File: src/rtl/div_pkg.sv
// Shared types and constants for the divider bus sequencer.
// State encodings are kept as plain localparams so legacy code can match on raw values.
package div_pkg;

  localparam logic [3:0] ST_IDLE  = 4'd0;
  localparam logic [3:0] ST_START = 4'd1;
  localparam logic [3:0] ST_LD_A  = 4'd2;
  localparam logic [3:0] ST_LD_Q  = 4'd3;
  localparam logic [3:0] ST_LD_M  = 4'd4;
  localparam logic [3:0] ST_WAIT  = 4'd5;
  localparam logic [3:0] ST_CAP_R = 4'd6;
  localparam logic [3:0] ST_CAP_Q = 4'd7;
  localparam logic [3:0] ST_RESP  = 4'd8;

  typedef enum logic [3:0] {
    S_IDLE  = ST_IDLE,
    S_START = ST_START,
    S_LD_A  = ST_LD_A,
    S_LD_Q  = ST_LD_Q,
    S_LD_M  = ST_LD_M,
    S_WAIT  = ST_WAIT,
    S_CAP_R = ST_CAP_R,
    S_CAP_Q = ST_CAP_Q,
    S_RESP  = ST_RESP
  } div_seq_state_t;

  // Operand slot k appears on the core bus k cycles after the start pulse.
  localparam int OP_SLOT_A = 1;
  localparam int OP_SLOT_Q = 2;
  localparam int OP_SLOT_M = 3;

  localparam logic [7:0] DIV0_QUOT = 8'hFF;

endpackage

File: src/rtl/div_bus_sequencer_if.sv
// Request, result and divider-core signals of the sequencer; slave is the sequencer side.
interface div_bus_sequencer_if;
  logic       in_valid;
  logic       in_ready;
  logic [7:0] in_a;
  logic [7:0] in_q;
  logic [7:0] in_m;
  logic       out_valid;
  logic       out_ready;
  logic [7:0] out_quot;
  logic [7:0] out_rem;
  logic       out_div0;
  logic       out_tmo;
  logic       div_start;
  logic [7:0] div_inbus;
  logic       div_done;
  logic [7:0] div_outbus;

  modport slave (
    input  in_valid, in_a, in_q, in_m, out_ready, div_done, div_outbus,
    output in_ready, out_valid, out_quot, out_rem, out_div0, out_tmo, div_start, div_inbus
  );

  modport master (
    output in_valid, in_a, in_q, in_m, out_ready, div_done, div_outbus,
    input  in_ready, out_valid, out_quot, out_rem, out_div0, out_tmo, div_start, div_inbus
  );
endinterface

File: src/rtl/div_bus_sequencer_timeout_counter.sv
// Free-running cycle counter with synchronous clear and a terminal-count flag.
// Flag is combinational from the count register; clear takes priority over enable.
module timeout_counter #(
  parameter int CNT_W    = 7,
  parameter int TERM_CNT = 63
) (
  input  logic clk,
  input  logic rst,
  input  logic i_clr,
  input  logic i_en,
  output logic o_term
);

  logic [CNT_W-1:0] r_cnt;

  always_ff @(posedge clk) begin
    if (rst || i_clr) begin
      r_cnt <= '0;
    end else if (i_en) begin
      r_cnt <= r_cnt + 1'b1;
    end
  end

  assign o_term = (r_cnt == CNT_W'(TERM_CNT));

endmodule

File: src/rtl/div_bus_sequencer.sv
// Serialises A/Q/M onto the divider core bus, collects remainder then quotient, returns a result.
// Result arrives 2 cycles after core done; result is held until out_ready, no new request until then.
module div_bus_sequencer
  import div_pkg::*;
#(
  parameter int TIMEOUT_CYCLES = 64,
  parameter int CNT_W          = 7
) (
  input logic                 clk,
  input logic                 rst,
  div_bus_sequencer_if.slave  bus
);

  div_seq_state_t r_state;
  div_seq_state_t w_next;
  logic [7:0]     r_a;
  logic [7:0]     r_q;
  logic [7:0]     r_m;
  logic [7:0]     r_quot;
  logic [7:0]     r_rem;
  logic           r_div0;
  logic           r_tmo;
  logic           w_accept;
  logic           w_term;
  logic           w_in_wait;
  logic           w_cnt_clr;

  assign w_accept  = bus.in_valid && (r_state == S_IDLE);
  assign w_in_wait = (r_state == S_WAIT);
  assign w_cnt_clr = !w_in_wait || bus.div_done || w_term;

  timeout_counter #(
    .CNT_W    (CNT_W),
    .TERM_CNT (TIMEOUT_CYCLES - 1)
  ) u_tmo (
    .clk    (clk),
    .rst    (rst),
    .i_clr  (w_cnt_clr),
    .i_en   (w_in_wait),
    .o_term (w_term)
  );

  always_comb begin
    w_next = r_state;
    case (r_state)
      S_IDLE:  if (w_accept) w_next = (bus.in_m == 8'h00) ? S_RESP : S_START;
      S_START: w_next = S_LD_A;
      S_LD_A:  w_next = S_LD_Q;
      S_LD_Q:  w_next = S_LD_M;
      S_LD_M:  w_next = S_WAIT;
      // done on the terminal cycle still wins over the timeout
      S_WAIT: begin
        if (bus.div_done)  w_next = S_CAP_R;
        else if (w_term)   w_next = S_RESP;
      end
      S_CAP_R: w_next = S_RESP;
      S_RESP:  if (bus.out_ready) w_next = S_IDLE;
      default: w_next = S_IDLE;
    endcase
  end

  always_ff @(posedge clk) begin
    if (rst) begin
      r_state <= S_IDLE;
      r_a     <= 8'h00;
      r_q     <= 8'h00;
      r_m     <= 8'h00;
      r_quot  <= 8'h00;
      r_rem   <= 8'h00;
      r_div0  <= 1'b0;
      r_tmo   <= 1'b0;
    end else begin
      r_state <= w_next;
      if (w_accept) begin
        r_a    <= bus.in_a;
        r_q    <= bus.in_q;
        r_m    <= bus.in_m;
        r_div0 <= (bus.in_m == 8'h00);
        r_tmo  <= 1'b0;
        if (bus.in_m == 8'h00) begin
          r_quot <= DIV0_QUOT;
          r_rem  <= bus.in_q;
        end
      end
      if (w_in_wait) begin
        if (bus.div_done) begin
          r_rem <= bus.div_outbus;
        end else if (w_term) begin
          r_tmo  <= 1'b1;
          r_quot <= 8'h00;
          r_rem  <= 8'h00;
        end
      end
      // quotient follows the remainder on the core bus by one cycle
      if (r_state == S_CAP_R) r_quot <= bus.div_outbus;
    end
  end

  always_comb begin
    bus.div_inbus = 8'h00;
    case (r_state)
      S_LD_A:  bus.div_inbus = r_a;
      S_LD_Q:  bus.div_inbus = r_q;
      S_LD_M:  bus.div_inbus = r_m;
      default: bus.div_inbus = 8'h00;
    endcase
  end

  assign bus.in_ready  = (r_state == S_IDLE);
  assign bus.out_valid = (r_state == S_RESP);
  assign bus.div_start = (r_state == S_START);
  assign bus.out_quot  = r_quot;
  assign bus.out_rem   = r_rem;
  assign bus.out_div0  = r_div0;
  assign bus.out_tmo   = r_tmo;

endmodule

File: src/flat_wrapper.sv
// flat-port wrapper written by rule: the top's interface ports become plain ports
module div_bus_sequencer_flat import div_pkg::*;
#(
  parameter int TIMEOUT_CYCLES = 64,
  parameter int CNT_W          = 7
)
  (clk, rst, bus_in_valid, bus_in_a, bus_in_q, bus_in_m, bus_out_ready, bus_div_done, bus_div_outbus, bus_in_ready, bus_out_valid, bus_out_quot, bus_out_rem, bus_out_div0, bus_out_tmo, bus_div_start, bus_div_inbus);
  div_bus_sequencer_if bus_i ();
  input logic clk;
  input logic rst;
  input wire logic [$bits(bus_i.in_valid)-1:0] bus_in_valid;
  input wire logic [$bits(bus_i.in_a)-1:0] bus_in_a;
  input wire logic [$bits(bus_i.in_q)-1:0] bus_in_q;
  input wire logic [$bits(bus_i.in_m)-1:0] bus_in_m;
  input wire logic [$bits(bus_i.out_ready)-1:0] bus_out_ready;
  input wire logic [$bits(bus_i.div_done)-1:0] bus_div_done;
  input wire logic [$bits(bus_i.div_outbus)-1:0] bus_div_outbus;
  output wire logic [$bits(bus_i.in_ready)-1:0] bus_in_ready;
  output wire logic [$bits(bus_i.out_valid)-1:0] bus_out_valid;
  output wire logic [$bits(bus_i.out_quot)-1:0] bus_out_quot;
  output wire logic [$bits(bus_i.out_rem)-1:0] bus_out_rem;
  output wire logic [$bits(bus_i.out_div0)-1:0] bus_out_div0;
  output wire logic [$bits(bus_i.out_tmo)-1:0] bus_out_tmo;
  output wire logic [$bits(bus_i.div_start)-1:0] bus_div_start;
  output wire logic [$bits(bus_i.div_inbus)-1:0] bus_div_inbus;
  assign bus_i.in_valid = bus_in_valid;
  assign bus_i.in_a = bus_in_a;
  assign bus_i.in_q = bus_in_q;
  assign bus_i.in_m = bus_in_m;
  assign bus_i.out_ready = bus_out_ready;
  assign bus_i.div_done = bus_div_done;
  assign bus_i.div_outbus = bus_div_outbus;
  assign bus_in_ready = bus_i.in_ready;
  assign bus_out_valid = bus_i.out_valid;
  assign bus_out_quot = bus_i.out_quot;
  assign bus_out_rem = bus_i.out_rem;
  assign bus_out_div0 = bus_i.out_div0;
  assign bus_out_tmo = bus_i.out_tmo;
  assign bus_div_start = bus_i.div_start;
  assign bus_div_inbus = bus_i.div_inbus;
  div_bus_sequencer #(.TIMEOUT_CYCLES(TIMEOUT_CYCLES), .CNT_W(CNT_W)) u_core (.clk(clk), .rst(rst), .bus(bus_i));
endmodule
File: config.mk
export PLATFORM = sky130hd
export DESIGN_NAME = div_bus_sequencer_flat
export DESIGN_NICKNAME = d
export VERILOG_FILES = /design/src/rtl/div_pkg.sv /design/src/rtl/div_bus_sequencer_if.sv /design/src/rtl/div_bus_sequencer_timeout_counter.sv /design/src/rtl/div_bus_sequencer.sv /design/src/flat_wrapper.sv
export SDC_FILE = /design/constraint.sdc
export NUM_CORES = 1
export LEC_CHECK = 0
export ABC_AREA = 1
export CAP_MARGIN = 40
export CORE_MARGIN = 10
export CORE_UTILIZATION = 30
export DETAILED_ROUTE_END_ITERATION = 6
export DONT_BUFFER_PORTS = 1
export RECOVER_POWER = 25
export SLEW_MARGIN = 20
export SYNTH_ARGS = -nofsm -noshare
export SYNTH_HDL_FRONTEND = slang
export SYNTH_SLANG_ARGS = --single-unit
File: constraint.sdc
create_clock -name clk -period 2.1 [get_ports clk]
set_clock_uncertainty 0.2 [all_clocks]
set_input_delay 0.21 -clock clk [delete_from_list [all_inputs] [get_ports clk]]
set_output_delay 0.21 -clock clk [all_outputs]
set_load 0.03 [all_outputs]
==> impl_metrics.ini, run 1 <==
[status]
status = finished, final reports clean

[setup_path]
startpoint_type = flip-flop
crit_required_ns = 1.69
crit_arrival_ns = 1.60
critPathKind = reg -> out
crit_path_end_kind = primary output
crit_fanout = 8

[route]
drtPass1Iterations = 4
via_per_inst = 4.655
wl_mm = 7.036
drc = 0
routedWlPerCell_um = 14.36
ant_nets = 0
vias = 2281
drt-initial-drc-count = 141

[logic_synthesis]
ys_seq_area_frac = 0.4355
synth_area_um2 = 2436
synth.largest_area_cell = dfxtp_1
netlist-cell-type-count = 28
synthTopCellsByArea = dfxtp_1 (44%), nand2_1 (11%), a21oi_1 (8.0%)
syn_inst = 342
yosysWarnings = 0
syn_area_per_cell_um2 = 7.123
synth_top_area_frac = 0.4355
ys_ff_latch = 53
syn_nets = 380

[clock_tree]
tritoncts = done
clk_pin_slew_worst_paths_ns = 0.09
cts_sinks = 53
clk_latency_ns = 0.30
htreeDepth = 2
clock_tree.buffer_depth = 2
cts-buffers-inserted = 5
cts-root-buf = clkbuf_8

[finish]
drive_gt1_frac = 0.1211
antenna_cells = 0
finalNetCount = 425
final_util = 0.3944
areaGrowthSynthToFinish_pct = 26.40

[timing]
hold_viol = 0
setup_tns_ns = 0
period_share = 0.9592
setup_viol = 0
timing.slew.headroom = 0.6092
tightest_slew_ns = 0.5856
min_period_ns = 2.014
max_freq_ghz = 0.4964
hold_ws_ns = 0.04034
slew_viol_final = 0

[pwr]
ir_drop_mv = 0.2838
pwr-share-comb = 0.353
switching_share = 0.3846
p_sw_w = 0.001098
power_report.internal_total_w = 0.001757
p_total_w = 0.002854
power_density_nw_per_um2 = 926.9
p_leak_nw = 1.238
clock_power_share = 0.197
pwr-share-seq = 0.450

[die]
core_um2 = 7807
rows = 32
die_area_um2 = 12120
die_width_um = 110.1
start_util = 0.3120
ios = 66
fp.dieH_um = 110.1

[placed_design]
dp_hpwl_mm = 5.073
numPortBuffers = 0
gp_congestion = 0.8177

[grt]
grt_overflow = 0
grt_pass1_vias = 2235
grt_pass1_wl_mm = 11.19
antenna_found_initial = 0
grt_max_degree = 41
grt_use_total = 0.1137

[hold_path]
hp-class = in -> reg

[run]
drv_cap = 0
## power by group through the flow
stage          combinational [W]  clock, W  sequential, W
2_1_floorplan           0.000694         0        0.00128
5_1_grt                  0.00113  0.000624        0.00130
4_1_cts                 0.000993  0.000581        0.00128
6_report                 0.00101  0.000562        0.00128
3_5_place_dp            0.000915         0        0.00130
3_3_place_gp            0.000902         0        0.00130
## through the flow
step | instance area [µm²] | setup WS, ns | instances
global placement | 2616 | 0.3341 | 446
global route | 3079 | -0.007717 | 490
finish | 3079 | 0.08562 | 490
floorplan | 2436 | 0.3175 | 342
CTS | 3055 | 0.05783 | 489
detailed placement | 2616 | 0.2786 | 446
## worst paths after layout
kind                                             from                      to  slack, ns  depth (start not counted)
worst max register to register  u_core.u_tmo.r_cnt[0]  u_core.bus.out_quot[0]       0.34                          8
worst max-delay path                u_core.r_state[1]        bus_div_inbus[4]       0.09                          5
worst min-delay path                     bus_div_done   u_core.bus.out_rem[5]       0.04                          4
worst min register to register          u_core.r_a[2]           u_core.r_a[2]       0.26                          2
## per-layer routing
metal	wire length (µm)	vias up	global-route usage
met5	0	-	0
met4	22	0	0.01927
met3	709	2	0.04817
met2	3261	73	0.1876
met1	3042	1027	0.1370
li1	-	1179	-
## cell type report
cell class	count	area, µm²
fill	830	4728
multi-input combinational	225	1134
sequential	53	1064
timing repair buffer	49	471.7
inverter	53	198.9
tap	102	127.6
clock buffer	7	76.32
clock inverter	1	7.507
## worst max-delay path, stage by stage (launching register included)
cell and delay (ns):
dfxtp_1 0.45, nand2_1 0.16, nor2_4 0.16, inv_2 0.10
o221ai_1 0.22, buf_4 0.21
## synthesized netlist by cell type, drive strengths merged
cell type,n
nand2,77
dfxtp,53
inv,53
nor2,45
a21oi,40
o21ai,26
nand3,15
o221ai,8
buf,6
clkbuf,5
nor3,5
o21bai,2
xnor2,2
xor2,2
ha,1
nand3b,1
nand4,1
## registers in the layout, summed over array words and instances (netlist names)
name	flops
u_core.bus.out_tmo	1
u_core.r_state	4
u_core.r_a	8
u_core.bus.out_quot	8
u_core.bus.out_rem	8
u_core.r_m	8
u_core.r_q	8
u_core.bus.out_div0	1
u_core.u_tmo.r_cnt	7
## placed cells by master (no fill, tap or decap), drive strengths merged, types with 8 or more instances in the layout
master        n
a21oi        40
buf          14
dfxtp        53
dlygate4sd3  35
inv          53
nand2        77
nand3        15
nor2         45
o21ai        26
o221ai        8
## cells by family after synthesis
kind of cell | after synthesis | synth area share
simple gates | 144 | 0.2661
fa+ha+maj | 1 | 0.005135
buf+inv | 64 | 0.1053
flops | 53 | 0.4355
xor+xnor | 4 | 0.01438
compound gates | 76 | 0.1736
## timing repair
| item | 4_1_cts | 5_1_grt |
|---|---|---|
| hold buffers | 35 | 0 |
| endpoints found under the hold margin | 53 | 0 |
| endpoints found under the setup margin | 8 | 7 |
| setup buffers | 0 | 0 |
| pin swaps | 0 | 0 |
| resized for setup | 4 | 5 |
(Power assumes the default switching activity.)
==> run 2: changes to the inputs <==
- DONT_BUFFER_PORTS: 1 -> not set
==> impl_metrics.ini, run 2 (synthesized netlist as in run 1, its figures left out) <==
[status]
status = finished, final reports clean

[clock_tree]
clk_pin_slew_worst_paths_ns = 0.09
cts-buffers-inserted = 5
cts-root-buf = clkbuf_8
post_cts_buffers = 0
tritoncts = done
clk_latency_ns = 0.30
clock_tree.buffer_depth = 2
cts_sinks = 53
htreeDepth = 2

[route]
vias = 2308
routedWlPerCell_um = 13.98
drtPass1Iterations = 4
drt-initial-drc-count = 81
ant_nets = 0
drc = 0
wl_mm = 7.142
via_per_inst = 4.517

[die]
fp.dieH_um = 110.1
die_width_um = 110.1
start_util = 0.3120
ios = 66
die_area_um2 = 12120
rows = 32
core_um2 = 7807

[pwr]
switching_share = 0.3632
power_density_nw_per_um2 = 923.9
power_report.internal_total_w = 0.001953
ir_drop_mv = 0.3011
p_leak_nw = 1.326
pwr-share-comb = 0.349
pwr-share-seq = 0.415
p_sw_w = 0.001114
clock_power_share = 0.236
p_total_w = 0.003067

[finish]
antenna_cells = 0
drive_gt1_frac = 0.1198
final_common_cell = nand2_1
areaGrowthSynthToFinish_pct = 36.26
fin_cells = 511
final_util = 0.4252
finalNetCount = 446
final_cell_mix = nand2_1 (74), clkdlybuf4s50_1 (53), dfxtp_1 (50)

[placed_design]
dpl.cell_count = 502
dp_hpwl_mm = 5.289
gp_congestion = 0.7375
place_ws_ns = 0.1514
numPortBuffers = 65

[hold_path]
hold_depth = 2
worstHoldStart = u_core.r_m[4]
worst_hold_path.endpoint = u_core.r_m[4]
hp-class = reg -> reg

[timing]
tightest_slew_ns = 0.6981
max_freq_ghz = 0.4985
rsz0062_at_grt = yes
setup_ws_ns = 0.09407
slew_viol_final = 0
timing.slew.headroom = 0.5329
hold_viol = 0
setup_tns_ns = 0
period_share = 0.9552
min_period_ns = 2.006
setup_viol = 0

[setup_path]
crit_required_ns = 1.69
critPathKind = reg -> out
r2r_cells = 6
r2r_slack_ns = 0.20
crit_path_end_kind = primary output
crit_fanout = 8
crit_arrival_ns = 1.60
reg2reg_from = u_core.r_state[0]
startpoint_type = flip-flop
timing.rr.end = u_core.bus.out_rem[7]

[grt]
grt_pass1_wl_mm = 11.31
antenna_found_initial = 0
grt_pass1_vias = 2287
grt_use_total = 0.1150
grt_max_degree = 42
grt_overflow = 0

[run]
drv_cap = 0
run 2: per-stage QoR:
stage / hold WS [ns] / area (µm²)
final: 0.2625 / 3319
after global routing: 0.2821 / 3319
after CTS: 0.2630 / 3294
after detailed placement: 0.2499 / 3179
after global placement: 0.2420 / 3179
after floorplan: 0.07907 / 2436
run 2: power by group through the flow:
stage               Sequential, W  Clock [W]  Combinational (W)
floorplan                 0.00128          0           0.000694
global placement          0.00128          0            0.00105
CTS                       0.00127   0.000741            0.00105
global route              0.00129   0.000783            0.00119
detailed placement        0.00129          0            0.00106
finish                    0.00127   0.000723            0.00107
run 2: per-layer routing:
| layer | vias up | routed length (µm) | track usage |
|---|---|---|---|
| li1 | 1217 | - | - |
| met1 | 1028 | 3363 | 0.1496 |
| met2 | 56 | 3142 | 0.1736 |
| met3 | 7 | 561 | 0.04527 |
| met4 | 0 | 74 | 0.03028 |
| met5 | - | 0 | 0 |
run 2: worst max path at each step:
stage                      startpoint               end  slack (ns)  cells after the start
detailed placement  u_core.r_state[2]     bus_div_start        0.15                      4
global placement    u_core.r_state[2]     bus_div_start        0.21                      4
finish              u_core.r_state[0]  bus_div_inbus[0]        0.09                      6
CTS                 u_core.r_state[3]  bus_div_inbus[1]        0.04                      6
global route        u_core.r_state[0]  bus_div_inbus[7]       -0.02                      6
floorplan           u_core.r_state[2]  bus_div_inbus[0]        0.32                      5
run 2: final cells by class:
type,count,area (µm²)
clock buffer,7,86.33
multi-input combinational,225,1134
inverter,53,198.9
timing repair buffer,70,678.2
sequential,53,1065
clock inverter,1,30.03
fill,823,4488
tap,102,127.6
run 2: timing repair:
action	CTS	global route
endpoints found under the hold margin	0	0
setup endpoints to repair	11	9
gates cloned	0	1
hold buffers	0	0
gates resized for setup	6	12
run 2: worst max-delay path, cell delays in order (launching register included):
cell	delay [ns]
dfxtp_1	0.36
nor2_4	0.16
inv_1	0.09
nor2_2	0.13
inv_2	0.12
o221ai_1	0.22
buf_4	0.21
==> edit, RTL diff (flow settings as in run 2) <==
`CNT_W` is set to 7 in 3 places; all go to 5.
--- a/src/rtl/div_bus_sequencer_timeout_counter.sv
+++ b/src/rtl/div_bus_sequencer_timeout_counter.sv
@@ -2,5 +2,5 @@
 // Flag is combinational from the count register; clear takes priority over enable.
 module timeout_counter #(
-  parameter int CNT_W    = 7,
+  parameter int CNT_W    = 5,
   parameter int TERM_CNT = 63
 ) (
--- a/src/rtl/div_bus_sequencer.sv
+++ b/src/rtl/div_bus_sequencer.sv
@@ -5,5 +5,5 @@
 #(
   parameter int TIMEOUT_CYCLES = 64,
-  parameter int CNT_W          = 7
+  parameter int CNT_W          = 5
 ) (
   input logic                 clk,
--- a/src/flat_wrapper.sv
+++ b/src/flat_wrapper.sv
@@ -3,5 +3,5 @@
 #(
   parameter int TIMEOUT_CYCLES = 64,
-  parameter int CNT_W          = 7
+  parameter int CNT_W          = 5
 )
   (clk, rst, bus_in_valid, bus_in_a, bus_in_q, bus_in_m, bus_out_ready, bus_div_done, bus_div_outbus, bus_in_ready, bus_out_valid, bus_out_quot, bus_out_rem, bus_out_div0, bus_out_tmo, bus_div_start, bus_div_inbus);
Check against the original RTL: same outputs for any inputs over 10 cycles, from zero or initial values and one cycle with rst high; that may be too few to reach the edited logic, so the function may still have changed.
==> edit against run 2 <==
- combinational power shrank 6%
- final area shrank 2.6%
- area after synthesis shrank 2.6%
- worst hold slack lost 0.0065 ns
- sequential power shrank 3%
- wire length shrank 4.8%
- sequential cell count shrank 2
- power shrank 3.0%
- setup slack gained 0.036 ns
- critical path type unchanged
==> edit: results (changes against run 2) <==
| Metric | Value |
|---|---|
| Top cells by count, synth | `nand2_1, dfxtp_1, inv_1 (unchanged)` |
| Outcome | `finished, final reports clean (unchanged)` |
| Drt total wl | `6797 um (was 7142 um)` |
| Syn_area_per_cell | `7.255 um2 (was 7.123 um2)` |
| First-pass GRT wire length | `10,930 um (was 11,310 um)` |
| Sw Ratio | `36.47% (was 36.32%)` |
| Max stage delay on crit path | `0.40 ns (was 0.36 ns)` |
| Reg power frac | `41.4% (was 41.5%)` |
| Layout cells sized above 1 | `13.35% (was 11.98%)` |
| Placed Cells | `490 (was 502)` |
| R2R Path End | `u_core.bus.out_rem[0] (was u_core.bus.out_rem[7])` |
| Maximum VDD drop | `0.3182 mV (was 0.3011 mV)` |
| Drt via density | `4.433 (was 4.517)` |
| Placer Congestion | `0.7735 (was 0.7375)` |
| Vias in the first global route | `2,216 (was 2,287)` |
| Reg-to-reg slack, setup | `0.24 ns (was 0.20 ns)` |
| Leak | `0.001295 uW (was 0.001326 uW)` |
| Top cells by area, synth | `dfxtp_1, nand2_1, inv_1, a21oi_1, o21ai_0 (was dfxtp_1, nand2_1, a21oi_1, inv_1, nor2_1)` |
| Fraction of area in multi-input gates | `33.82% (was 34.15%)` |
| Distinct cell type count after synthesis | `25 (was 28)` |
| Clock Power Share | `24.8% (was 23.6%)` |
| Count of multi-input gates | `215 (was 225)` |
| Detailed placement HPWL | `5117 um (was 5289 um)` |
| Cts repair resizes | `5 (was 6)` |
| Slowest cell on crit path | `dlygate4sd2_1 (was dfxtp_1)` |
| Slew margin rel. | `68.36% (was 53.29%)` |
| Non-clk invs | `50 (was 53)` |
| Net Count, Synth | `366 (was 380)` |
| Largest net degree at the start of global routing | `26 (was 42)` |
| Register area | `1023 um2 (was 1065 um2)` |
| Post-synthesis sequential area ratio | `43.04% (was 43.55%)` |
| Drt initial violations | `102 (was 81)` |
| Total Nets Final | `435 (was 446)` |
| Global Route Usage Sum | `11.35% (was 11.50%)` |
| CP Max Fanout | `3 (was 8)` |
| DR WL/cell | `13.62 um (was 13.98 um)` |
| Clock Sinks | `51 (was 53)` |
| Non-clk bufs | `73 (was 70)` |
[edit: cell types whose count changed after synthesis, sizes merged, moves of 2 or more]
cell	delta
nor2	-8
inv	-3
dfxtp	-2
nand3	-2
o21bai	-2
xnor2	-2
[edit: routing by layer]
metal / track usage [%] / vias to the layer above / share of wire, %
met5: 0 / - / 0
met4: 2.260 / 0 / 0.34
met3: 3.658 / 2 / 7.3
met2: 17.99 / 63 / 44
met1: 14.77 / 966 / 49
li1: - / 1181 / -
[edit: worst min path at each step]
| stage | startpoint | end | slack (ns) |
|---|---|---|---|
| after floorplan | rst | u_core.bus.out_quot[6] | 0.07 |
| after global placement | u_core.r_m[4] | u_core.r_m[4] | 0.24 |
| after detailed placement | u_core.r_m[4] | u_core.r_m[4] | 0.24 |
| after CTS | bus_in_q[7] | u_core.r_q[7] | 0.26 |
| after global routing | u_core.r_m[4] | u_core.r_m[4] | 0.28 |
| final | u_core.r_m[1] | u_core.r_m[1] | 0.26 |
[edit: cells by family (layout without fill, tap and decap cells)]
kind of cell,after synthesis,after routing,share of synthesized area (%)
adders and majority gates,2,2,1.055
buffers and inverters,61,131,10.18
DFF,51,51,43.04
AOI/OAI and AO/OA,75,75,18.83
xor gates and xnor gates,3,3,1.108
and+or+nand+nor,135,135,25.79
[edit: worst max-delay path, delay by kind of cell, from the launching register on]
family / cells / cell delay [ns]
buf+inv: 3 / 0.68
flops: 1 / 0.37
simple gates: 2 / 0.19
[edit: stage by stage]
| step | area, um2 | total power, uW |
|---|---|---|
| detailed placement | 3129 | 2300 |
| global route | 3233 | 3173 |
| CTS | 3249 | 3020 |
| floorplan | 2372 | 1938 |
| global placement | 3129 | 2286 |
| finish | 3233 | 2974 |
